`config.mk`:
```
export PLATFORM = sky130hd
export DESIGN_NAME = debugger_cmd_sequencer
export DESIGN_NICKNAME = d
export VERILOG_FILES = /design/src/rtl/debugger_cmd_sequencer.sv
export SDC_FILE = /design/constraint.sdc
export NUM_CORES = 1
export LEC_CHECK = 0
export ABC_AREA = 1
export CAP_MARGIN = 10
export CELL_PAD_IN_SITES_DETAIL_PLACEMENT = 0
export CELL_PAD_IN_SITES_GLOBAL_PLACEMENT = 1
export CORE_AREA = 2 2 221 223
export DETAILED_ROUTE_END_ITERATION = 12
export DIE_AREA = 0 0 223 225
export PLACE_DENSITY_LB_ADDON = 0.1
export SETUP_SLACK_MARGIN = 0.2
export SLEW_MARGIN = 10
export SYNTH_ARGS = -nofsm -noshare
export SYNTH_HDL_FRONTEND = slang
export SYNTH_SLANG_ARGS = --single-unit
```
`constraint.sdc`:
```
create_clock -name CLK -period 2.6 [get_ports CLK]
set_input_delay 0.39 -clock CLK [delete_from_list [all_inputs] [get_ports CLK]]
set_output_delay 0.39 -clock CLK [all_outputs]
set_load 0.1 [all_outputs]
```
`src/rtl/debugger_cmd_sequencer.sv`:
```
// Debugger command sequencer: fetches a line from the line-input block, parses
// "R aaaa" / "W aaaa dd", runs one memory access and presents the result.
module debugger_cmd_sequencer #(
    parameter int COUNT     = 64,
    parameter int ADDR_BITS = 16,
    parameter int TIMEOUT   = 255
) (
    input  logic                       CLK,
    input  logic                       RESET_n,
    output logic                       LINE_REQ_n,
    input  logic                       LINE_ACK_n,
    input  logic                       LINE_DONE,
    input  logic [COUNT-1:0][7:0]      LINE_DATA,
    input  logic [$clog2(COUNT+1):0]   LINE_LENGTH,
    output logic                       MEM_REQ,
    output logic                       MEM_WE,
    output logic [ADDR_BITS-1:0]       MEM_ADDR,
    output logic [7:0]                 MEM_WDATA,
    input  logic                       MEM_ACK,
    input  logic [7:0]                 MEM_RDATA,
    output logic                       RESULT_VALID,
    output logic [7:0]                 RESULT_DATA,
    output logic [1:0]                 RESULT_ERR,
    input  logic                       RESULT_TAKEN
);
    localparam int LW   = $clog2(COUNT+1) + 1;
    localparam int IW   = (COUNT > 1) ? $clog2(COUNT) : 1;
    localparam int TW   = $clog2(TIMEOUT+1);
    localparam int MAXD = (ADDR_BITS/4 < 4) ? ADDR_BITS/4 : 4;
    localparam logic [7:0] SP = 8'h20;

    typedef enum logic [2:0] {S_REQ, S_REL, S_PARSE, S_MEM, S_RESULT} state_t;
    typedef enum logic [2:0] {P_CMD, P_SP1, P_ADDR, P_SP2, P_DAT, P_TAIL} phase_t;

    state_t               state, state_n;
    phase_t               ph, ph_n;
    logic [LW-1:0]        len, idx;
    logic [1:0]           err, err_n, fin_err;
    logic [ADDR_BITS-1:0] addr, addr_n;
    logic [2:0]           ndig, ndig_n;
    logic [7:0]           wd, wd_n;
    logic [1:0]           ndd, ndd_n;
    logic                 wr, wr_n;
    logic [TW-1:0]        tcnt;
    logic [7:0]           ch;
    logic [3:0]           nib;
    logic                 is_hex, parse_end, fin_empty;

    logic                 line_req_n_d, mem_req_d, mem_we_d, res_valid_d;
    logic [ADDR_BITS-1:0] mem_addr_d;
    logic [7:0]           mem_wdata_d, res_data_d;
    logic [1:0]           res_err_d;

    assign ch        = LINE_DATA[idx[IW-1:0]];
    assign parse_end = (idx == len);

    always_comb begin
        is_hex = 1'b1;
        nib    = 4'h0;
        if (ch >= 8'h30 && ch <= 8'h39)      nib = 4'(ch - 8'h30);
        else if (ch >= 8'h41 && ch <= 8'h46) nib = 4'(ch - 8'h37);
        else if (ch >= 8'h61 && ch <= 8'h66) nib = 4'(ch - 8'h57);
        else                                 is_hex = 1'b0;
    end

    // One character step; once err is set the remaining characters are skipped.
    always_comb begin
        ph_n = ph; err_n = err; addr_n = addr; ndig_n = ndig;
        wd_n = wd; ndd_n = ndd; wr_n = wr;
        if (err == 2'd0) begin
            case (ph)
                P_CMD: begin
                    if (ch == 8'h52 || ch == 8'h72)      begin wr_n = 1'b0; ph_n = P_SP1; end
                    else if (ch == 8'h57 || ch == 8'h77) begin wr_n = 1'b1; ph_n = P_SP1; end
                    else if (ch != SP)                   err_n = 2'd1;
                end
                P_SP1: begin
                    if (ch == SP) ph_n = P_ADDR;
                    else          err_n = 2'd2;
                end
                P_ADDR: begin
                    if (is_hex) begin
                        if (ndig == 3'(MAXD)) err_n = 2'd2;
                        else begin
                            addr_n = ADDR_BITS'({addr, nib});
                            ndig_n = ndig + 3'd1;
                        end
                    end else if (ch == SP) begin
                        if (ndig != 3'd0) ph_n = wr ? P_SP2 : P_TAIL;
                    end else err_n = 2'd2;
                end
                P_SP2: begin
                    if (is_hex) begin wd_n = {4'h0, nib}; ndd_n = 2'd1; ph_n = P_DAT; end
                    else if (ch != SP) err_n = 2'd2;
                end
                P_DAT: begin
                    if (is_hex) begin
                        if (ndd == 2'd2) err_n = 2'd2;
                        else begin wd_n = {wd[3:0], nib}; ndd_n = 2'd2; end
                    end else if (ch == SP) ph_n = P_TAIL;
                    else err_n = 2'd2;
                end
                default: if (ch != SP) err_n = 2'd2;
            endcase
        end
    end

    // End-of-line verdict: a blank line produces nothing; missing fields are syntax errors.
    always_comb begin
        fin_empty = (err == 2'd0) && (ph == P_CMD);
        if (err != 2'd0) fin_err = err;
        else if (ph == P_SP1 || (ph == P_ADDR && ndig == 3'd0) ||
                 (wr && (ph == P_ADDR || ph == P_SP2)))
            fin_err = 2'd2;
        else fin_err = 2'd0;
    end

    always_ff @(posedge CLK or negedge RESET_n) begin
        if (!RESET_n) state <= S_REQ;
        else          state <= state_n;
    end

    always_comb begin
        state_n = state;
        case (state)
            S_REQ:    if (!LINE_ACK_n && LINE_DONE) state_n = S_REL;
            S_REL:    if (LINE_ACK_n) state_n = S_PARSE;
            S_PARSE:  if (parse_end)
                          state_n = fin_empty ? S_REQ : ((fin_err != 2'd0) ? S_RESULT : S_MEM);
            S_MEM:    if (MEM_ACK || tcnt == TW'(TIMEOUT-1)) state_n = S_RESULT;
            S_RESULT: if (RESULT_TAKEN) state_n = S_REQ;
            default:  state_n = S_REQ;
        endcase
    end

    always_comb begin
        line_req_n_d = (state_n != S_REQ);
        mem_req_d    = MEM_REQ;
        mem_we_d     = MEM_WE;
        mem_addr_d   = MEM_ADDR;
        mem_wdata_d  = MEM_WDATA;
        res_valid_d  = RESULT_VALID;
        res_data_d   = RESULT_DATA;
        res_err_d    = RESULT_ERR;
        case (state)
            S_PARSE: begin
                if (parse_end && state_n == S_MEM) begin
                    mem_req_d = 1'b1; mem_we_d = wr; mem_addr_d = addr; mem_wdata_d = wd;
                end else if (parse_end && state_n == S_RESULT) begin
                    res_valid_d = 1'b1; res_data_d = 8'h00; res_err_d = fin_err;
                end
            end
            S_MEM: begin
                if (state_n == S_RESULT) begin
                    mem_req_d   = 1'b0;
                    res_valid_d = 1'b1;
                    res_data_d  = MEM_ACK ? (MEM_WE ? MEM_WDATA : MEM_RDATA) : 8'h00;
                    res_err_d   = MEM_ACK ? 2'd0 : 2'd3;
                end
            end
            S_RESULT: if (RESULT_TAKEN) res_valid_d = 1'b0;
            default: ;
        endcase
    end

    always_ff @(posedge CLK or negedge RESET_n) begin
        if (!RESET_n) begin
            LINE_REQ_n <= 1'b1;
            MEM_REQ <= 1'b0; MEM_WE <= 1'b0; MEM_ADDR <= '0; MEM_WDATA <= 8'h00;
            RESULT_VALID <= 1'b0; RESULT_DATA <= 8'h00; RESULT_ERR <= 2'd0;
        end else begin
            LINE_REQ_n <= line_req_n_d;
            MEM_REQ <= mem_req_d; MEM_WE <= mem_we_d; MEM_ADDR <= mem_addr_d; MEM_WDATA <= mem_wdata_d;
            RESULT_VALID <= res_valid_d; RESULT_DATA <= res_data_d; RESULT_ERR <= res_err_d;
        end
    end

    always_ff @(posedge CLK or negedge RESET_n) begin
        if (!RESET_n) begin
            len <= '0; idx <= '0; ph <= P_CMD; err <= 2'd0; addr <= '0;
            ndig <= 3'd0; wd <= 8'h00; ndd <= 2'd0; wr <= 1'b0; tcnt <= '0;
        end else begin
            if (state == S_REQ && state_n == S_REL) len <= LINE_LENGTH;
            if (state == S_REL) begin
                idx <= '0; ph <= P_CMD; err <= 2'd0; addr <= '0;
                ndig <= 3'd0; wd <= 8'h00; ndd <= 2'd0; wr <= 1'b0;
            end
            if (state == S_PARSE && !parse_end) begin
                idx <= idx + 1'b1; ph <= ph_n; err <= err_n; addr <= addr_n;
                ndig <= ndig_n; wd <= wd_n; ndd <= ndd_n; wr <= wr_n;
            end
            tcnt <= (state == S_MEM) ? tcnt + 1'b1 : '0;
        end
    end
endmodule

```
Word level (Yosys, flattened, before mapping) --
Index checks and enable logic that the tools add are counted.
Word-level totals: register bits 100, bits of input ports 534, output and inout bits 38
Operators by class: $add $sub $neg 6, muxes and demuxes 97, reduce and logical (&&, ||, !) cells 39, equality and inequality tests 50, $lt $le $gt $ge 7
Operators by type and width (count):
- 2-to-1 mux 8 bit | 14
- 2-to-1 mux 16 bit | 6
- 2-to-1 mux 3 bit | 25
- binary-select mux 8 bit (select 6 bit) | 1
- 2-to-1 mux 2 bit | 24
- inequality test 3 bit (second input constant) | 14
- == test 8 x 7 -> 1 bit (second input constant) | 4
- case mux 8 bit (2 select lines) | 2
- case mux 3 bit (5 select lines) | 2
- inequality test 2 bit (second input constant) | 10
- adder 8 x 1 -> 8 bit (second input constant) | 2
- greater-or-equal comparator 8 x 7 -> 1 bit (second input constant) | 2
- <= comparator 8 x 7 -> 1 bit (second input constant) | 2
- == test 3 x 2 -> 1 bit (second input constant) | 5
- 2-to-1 mux 1 bit | 15
- == test 3 bit (second input constant) | 4
- 2-to-1 mux 4 bit | 3
- inequality test 4 bit (second input constant) | 3
- logical AND 1 bit | 11
- AND reduction 11 bit | 1
- case mux 2 bit (5 select lines) | 1
- AND reduction 5 bit | 2
- == test 3 x 1 -> 1 bit (second input constant) | 3
- logical NOT 3 bit | 3
- other kinds (26) | 40

Depth between registers and ports, before layout --
Gate-level depths: netlist of run 1.
word-level depth 16, gate-level depth with buffers 26, depth with buffers taken out 22

Worst setup path before layout of run 1 --
OpenSTA, ideal clock, no wires.
path type register -> register, start point register idx[0], end point register ndig[1], path slack -0.167 ns, stages on the path, launching flop included 23, data required time 2.479 ns, path buffers 5, clock period less this slack 2.767 ns, data arrival time 2.647 ns, path through dfrtp_1 -> buf_6 -> buf_6 -> buf_6 -> buf_4 -> nand2_1 -> nand3_1 -> nand3_1 -> a21oi_1 -> o211ai_1 -> nand2_1 -> inv_1 -> ha_1 -> nor2_1 -> o21ai_2 -> nand3b_4 -> nand2_4 -> nand2_4 -> nand2_2 -> nand2_4 -> buf_6 -> nand2_1 -> o21ai_1
Between the ends: word-level cells in the longest chain between the ends 9, elaborated cells on any way between the ends 24, those cells by class order compare: 6; eq/ne: 5; mux: 6; reduce/logical: 7
Ends and longest elaborated chain:
- start: declaration | line 37 | logic [LW-1:0] len, idx;
- start signal: assignment | line 189 | idx <= idx + 1'b1; ph <= ph_n; err <= err_n; addr <= addr_n;
- binary-select mux 8 bit (select 6 bit) | line 54 | assign ch = LINE_DATA[idx[IW-1:0]];
- 2-to-1 mux 8 bit (not written as such) | line 54
- greater-or-equal comparator 8 x 7 -> 1 bit / <= comparator 8 x 7 -> 1 bit (equally long branches) | line 62 | else if (ch >= 8'h61 && ch <= 8'h66) nib = 4'(ch - 8'h57);
- logical AND 1 bit | line 62
- 2-to-1 mux 1 bit | line 62
- 2-to-1 mux 1 bit | line 61 | else if (ch >= 8'h41 && ch <= 8'h46) nib = 4'(ch - 8'h37);
- 2-to-1 mux 1 bit | line 60 | if (ch >= 8'h30 && ch <= 8'h39) nib = 4'(ch - 8'h30);
- inequality test 2 bit (no line)
- AND reduction 5 bit (no line)
- end signal: assignment | line 190 | ndig <= ndig_n; wd <= wd_n; ndd <= ndd_n; wr <= wr_n;
- end: declaration | line 40 | logic [2:0] ndig, ndig_n;
Parallel ways exist; a longest one is shown, timed or not. The select of a mux whose other input is x is not followed. A chain may end at the register's enable or synchronous reset.

Final worst setup path of run 1 --
start point register idx[0], end point register addr[6]
Between the ends: word-level cells in the longest chain between the ends 9, elaborated cells on any way between the ends 24, those cells by class order compare: 6; eq/ne: 5; mux: 6; reduce/logical: 7
Ends and longest elaborated chain:
- binary-select mux 8 bit (select 6 bit) | line 54
- 2-to-1 mux 8 bit (not written as such) | line 54
- greater-or-equal comparator 8 x 7 -> 1 bit / <= comparator 8 x 7 -> 1 bit (equally long branches) | line 62
- logical AND 1 bit | line 62
- 2-to-1 mux 1 bit | line 62
- 2-to-1 mux 1 bit | line 61
- 2-to-1 mux 1 bit | line 60
- inequality test 2 bit (no line)
- AND reduction 5 bit (no line)
- end signal: assignment | line 189
- end: declaration | line 39 | logic [ADDR_BITS-1:0] addr, addr_n;
Parallel ways exist; a longest one is shown, timed or not. The select of a mux whose other input is x is not followed.

==> flow_summary.json, run 1 <==
{
  "yosysTopAreaCellShare_pct": 31.2,
  "pwr-share-clk_pct": 7.9,
  "synthFlopType": "dfrtp_1",
  "via_per_inst": 4.69,
  "coreArea_um2": 47500,
  "startpoint_type": "register",
  "dp.cells": 2988,
  "pre_cts_ws_ps": -678,
  "yosys_warnings": 0,
  "die_area_um2": 50200,
  "fmax_mhz": 329,
  "die-height_um": 225,
  "rsz0062_at_grt": "true",
  "finalSetupViolCount": 35,
  "fp-row-count": 80,
  "timing.final.crit_share_pct": 117,
  "drive_gt1_share_pct": 16.4,
  "gr-total-overflow": 0,
  "num_vias": 14300,
  "antenna_found_initial": 13,
  "root_buffer": "clkbuf_16",
  "synth_common_cells": "852 x nand2_1, 460 x nand3_1, 99 x dfrtp_1, 62 x buf_2, 52 x nor2_1",
  "synth_compound_area_share_pct": 4.04,
  "area_growth_pct": 84.9,
  "clk_pin_slew_ps": 70,
  "numCtsBuffers": 9,
  "synth.yosys.seq_area_share_pct": 24.4,
  "synth-xor-area-share_pct": 1.03,
  "synth_top_family_by_area": "simple AND/OR/NAND/NOR gates",
  "die_w_um": 223,
  "worstPathRequired_ps": 2840,
  "hold_path_class": "in -> async",
  "initial_utilization_pct": 21.6,
  "grt_usage_pct": 23.7,
  "gp_congestion": 0.888,
  "maxSlewViolCount": 0,
  "port_buffers": 571,
  "arrival_ps": 3270,
  "cts_sinks": 100,
  "yosysUniqueCellTypes": 42,
  "drt_iter0_drc": 782,
  "p_leak_uw": 0.00869,
  "htreeDepth": 3,
  "ioPinCount": 572,
  "syn_nets": 2324,
  "cap_violations": 0,
  "grt_max_degree": 66,
  "synth_area_leader_cell": "nand2_1",
  "hold_ws_ps": -2.92,
  "power_density_nw_per_um2": 897,
  "setup_ws_ps": -435,
  "switchingPower_uw": 8630,
  "ys_seq_elements": 100,
  "synthMuxAreaShare_pct": 1.86,
  "synth_most_common_cell": "nand2_1",
  "wire_per_inst_um": 20.4,
  "worst-slew-pin-transition_ps": 713,
  "synth-simple-area-share_pct": 58.0,
  "ant_nets": 0,
  "pwr-share-comb_pct": 79.2,
  "synth_fa_ha_area_share_pct": 1.22,
  "criticalPathCategory": "reg -> reg",
  "finalPower_uw": 17000,
  "intPower_uw": 8370,
  "drc": 0,
  "violations": "hold timing, setup timing",
  "end_kind": "register",
  "finalCriticalPeriod_ps": 3040,
  "ctsHoldBuffers": 0,
  "clockBufferDepth": 2,
  "dp_hpwl_um": 49200,
  "worstPathMaxFanout": 7,
  "synth-edff-count": 0,
  "syn_avg_cell_area_um2": 5.76,
  "hold_violations": 2,
  "status": "complete, but fails checks",
  "ys_async_sr_fraction_pct": 100,
  "p_seq_share_pct": 12.9,
  "cts_tree": "yes",
  "grt_pass1_vias": 14900,
  "drt_pass1_iterations": 5,
  "clock_latency_ps": 350,
  "nFillCells": 5138,
  "routed_wl_um": 62100,
  "swShare_pct": 50.8,
  "synthCells": 1780,
  "max_slew_margin_pct": 52.0,
  "skew_ps": 11.1,
  "ir_drop_mv": 0.505,
  "stdcell_count": 3052,
  "nNetsFinal": 2965,
  "grt_pass1_wl_um": 91300,
  "ys_top_cells_by_area": "nand2_1 31%, dfrtp_1 24%, nand3_1 22%, buf_2 3.0%, buf_6 2.3%",
  "syn_area_um2": 10200
}
-- repair_timing --
action | 4_1_cts | 5_1_grt
pin swaps | 12 | 37
resized for setup | 34 | 139
cloned | 3 | 11
setup endpoints to repair | 70 | 70
hold endpoints to repair | 0 | 0
buffers inserted | 6 | 17
-- per-layer routing --
layer / global-route usage [%] / up-vias / wire (um)
li1: - / 7094 / -
met1: 28.5 / 6679 / 26400
met2: 43.3 / 473 / 30900
met4: 5.48 / 4 / 1180
met5: 0 / - / 21
met3: 4.41 / 54 / 3670
-- logic make-up after synthesis --
kind of cell	after synthesis
fa+ha+maj	10
compound gates	66
xor+xnor	12
mux	18
buf+inv	176
flops	100
simple gates	1398
-- cell type report --
class                   count  area (um^2)  area share [%]
diodes                     11         27.5           0.145
clock buffers              11          233            1.23
clock inverters             5         57.6           0.304
inverters                  51          214            1.13
multi-input cells        1505         7320            38.6
flip-flops and latches    100         2520            13.3
well taps                 615          769            4.06
repair buffers            754         7810            41.2
-- state kept, by name (all words and copies together) (netlist names) --
signal        cells
MEM_ADDR         16
addr             16
MEM_WDATA         8
RESULT_DATA       8
idx               8
len               8
tcnt              8
wd                8
ndig              3
ph                3
state             3
RESULT_ERR        2
err               2
ndd               2
LINE_REQ_n        1
MEM_REQ           1
MEM_WE            1
RESULT_VALID      1
wr                1
-- cell usage in the layout, fill, tap and decap left out, types with 3 or more instances in the layout --
cell	n
inv_2	10
dfrtp_1	95
clkdlybuf4s50_1	532
nand2_2	37
o22ai_1	5
mux2i_1	10
nand2_1	810
mux2_2	8
xor2_1	10
buf_6	18
clkbuf_16	18
nand3_1	415
diode_2	11
o21ai_2	14
nand4_1	5
buf_16	4
buf_8	3
inv_1	34
clkinv_1	3
buf_12	35
nand3_2	46
buf_4	151
o21ai_1	6
inv_6	3
ha_1	6
a21oi_1	12
nand2_4	13
dfrtp_4	3
nor2_4	3
ha_4	3
nor2_2	7
nor2_1	44
nor3_1	8
o21ai_0	19
-- worst paths after layout --
kind	from	to	slack, ps	cells past startpoint
worst max-delay path	idx[0]	addr[6]	-440	22
min in group CLK	ndd[1]	ndd[1]	480	2
max in group asynchronous	RESET_n	LINE_REQ_n	1840	2
worst min-delay path	RESET_n	tcnt[5]	-3	1
worst max register to register	idx[0]	addr[6]	-440	22
worst min register to register	ndd[1]	ndd[1]	480	2
-- worst max-delay path, stage by stage (launching register included) --
cell and delay, ps:
dfrtp_4 570, clkinv_8 120, buf_6 100, buf_8 120, nand2_1 80, nand3_2 70, nand3_2 100, a21oi_4 210
o211ai_1 150, nand2_4 170, inv_4 50, ha_4 150, nand2_1 60, nor2_1 50, nor2_1 110, nand3_2 120
nand2_4 110, nand2_4 60, nand2_4 80, nand2_8 90, clkbuf_16 210, nand2_4 50, o21ai_2 40
-- per-stage QoR --
stage          hold WS, ps  TNS (ps)  instance area, um^2  util (%)
2_1_floorplan         94.4     -1200                10300         -
3_3_place_gp           397    -19710                17400      36.7
3_5_place_dp           398    -21140                17400      36.7
4_1_cts               13.6    -12480                18000      37.9
5_1_grt               21.7    -20610                18900      39.8
6_report             -2.92    -13460                18900      39.9
-- power groups by stage --
stage | clock network (uW) | registers [uW] | logic [uW]
final | 1350 | 2200 | 13500
after global routing | 1460 | 2250 | 14700
after CTS | 1400 | 2190 | 12200
after detailed placement | 0 | 2200 | 11700
after global placement | 0 | 2190 | 11700
after floorplan | 0 | 2800 | 6340
(Power assumes the default switching activity.)
==> run 2, diff against run 1 <==
CORE_AREA = 4 4 223 225   (was 2 2 221 223)
DIE_AREA = 0 0 227 229   (was 0 0 223 225)
==> flow_summary.json, run 2 (synthesis results as in run 1) <==
{
  "ant_nets": 0,
  "drt_pass1_iterations": 5,
  "clockBufferDepth": 2,
  "worst-slew-pin-transition_ps": 671,
  "port_buffers": 571,
  "grt_pass1_wl_um": 90100,
  "area_growth_pct": 79.6,
  "criticalPathCategory": "reg -> reg",
  "startpoint_type": "register",
  "largest_registers": "MEM_ADDR x16, addr x16",
  "ioPinCount": 572,
  "grt_pass1_vias": 14800,
  "gp_congestion": 0.870,
  "p_leak_uw": 0.00846,
  "gr-total-overflow": 0,
  "grt_max_degree": 78,
  "root_buffer": "clkbuf_16",
  "violations": "setup timing",
  "arrival_ps": 3220,
  "wire_per_inst_um": 20.2,
  "rsz0062_at_grt": "true",
  "die_w_um": 227,
  "fin_util_pct": 38.7,
  "setup_ws_ps": -361,
  "numCtsBuffers": 9,
  "max_slew_margin_pct": 54.8,
  "power_density_nw_per_um2": 875,
  "initial_utilization_pct": 21.6,
  "cts_sinks": 100,
  "antenna_found_initial": 22,
  "grt_usage_pct": 22.4,
  "clk_pin_slew_ps": 80,
  "cts_tree": "yes",
  "finalCriticalPeriod_ps": 2960,
  "hold_path_class": "in -> async",
  "skew_ps": 17.9,
  "worstPathMaxFanout": 17,
  "end_kind": "register",
  "final_cell_mix": "822 x nand2_1, 532 x clkdlybuf4s50_1, 435 x nand3_1",
  "die-height_um": 229,
  "die_area_um2": 52000,
  "coreArea_um2": 47500,
  "hold_violations": 0,
  "hold_ws_ps": 481,
  "fp-row-count": 80,
  "drive_gt1_share_pct": 14.0,
  "r2r_start": "idx[0]",
  "via_per_inst": 4.69,
  "ir_drop_mv": 0.476,
  "timing.final.crit_share_pct": 114,
  "nFillCells": 5178,
  "fmax_mhz": 338,
  "finalSetupViolCount": 35,
  "rrSetupSlack_ps": -360,
  "r2r-end": "ndig[2]",
  "status": "complete, but fails checks",
  "r2r_cells": 21,
  "nNetsFinal": 2935,
  "cap_violations": 0,
  "final_common_cell": "nand2_1",
  "drc": 0,
  "finalPower_uw": 16100,
  "maxSlewViolCount": 0,
  "htreeDepth": 3,
  "clock_latency_ps": 360,
  "drt_iter0_drc": 885,
  "routed_wl_um": 61100,
  "num_vias": 14200,
  "dp_hpwl_um": 49400,
  "worstPathRequired_ps": 2850
}
## run 2: cell type report
cell class                      instances  area (um^2)  share of cell area, %
Antenna cell                           18         45.0                  0.245
Timing Repair Buffer                  724         7400                   40.2
Inverter                               51          218                   1.18
Tap cell                              615          769                   4.18
Sequential cell                       100         2520                   13.7
Clock inverter                          7         80.1                  0.435
Clock buffer                            9          225                   1.22
Multi-Input combinational cell       1504         7150                   38.8
Timing Repair inverter                  1         11.3                 0.0612
## run 2: power by group
group | total, uW | internal, uW | switching, uW
Clock | 1360 | 687 | 678
Combinational | 12600 | 5200 | 7350
Sequential | 2190 | 1890 | 305
## run 2: metrics by stage
stage | setup TNS, ps | instance area, um^2 | setup slack (ps) | instances
detailed placement | -16270 | 17200 | -510 | 2968
floorplan | -1200 | 10300 | -53.9 | 1780
global route | -16890 | 18400 | -517 | 3027
finish | -10790 | 18400 | -361 | 3029
global placement | -15650 | 17200 | -489 | 2968
CTS | -11010 | 18000 | -341 | 3004
## run 2: timing repair
item                                    4_1_cts  5_1_grt
endpoints found under the setup margin       49       75
hold buffers                                  1        0
gates resized for setup                      58       61
pin swaps                                     9       17
buffers inserted                             14        3
gates cloned                                  5        4
hold endpoints to repair                     23        0
## run 2: critical path, stage by stage (launching register included)
cell and delay (ps):
dfrtp_4 570, inv_16 150, buf_12 160, nand2_1 90
nand3_2 80, nand3_2 80, a21oi_2 200, o211ai_1 160
nand2_4 150, inv_4 50, ha_4 150, nand2_1 50
nor2_1 50, nor2_1 130, nand3_2 110, nand2_4 120
nand2_4 60, nand2_4 90, nand2_8 90, clkbuf_16 210
nand2_4 50, o21ai_2 40
## run 2: how the worst max path moves through the flow
stage                     slack (ps)      end  cells past startpoint   start
after floorplan                  -50  ndig[1]                     24  idx[0]
after global placement          -490    ph[1]                     20  idx[0]
after detailed placement        -510    ph[1]                     20  idx[0]
after CTS                       -340  addr[5]                     23  idx[0]
after global routing            -520  addr[5]                     21  idx[0]
final                           -360  ndig[2]                     21  idx[0]
## run 2: per-layer routing
metal	global-route usage (%)	share of wire, %	vias to the layer above
met5	0	0.098	-
met4	7.41	2.5	10
met3	6.11	7.2	74
met2	38.7	49	449
met1	26.7	41	6611
li1	-	-	7048
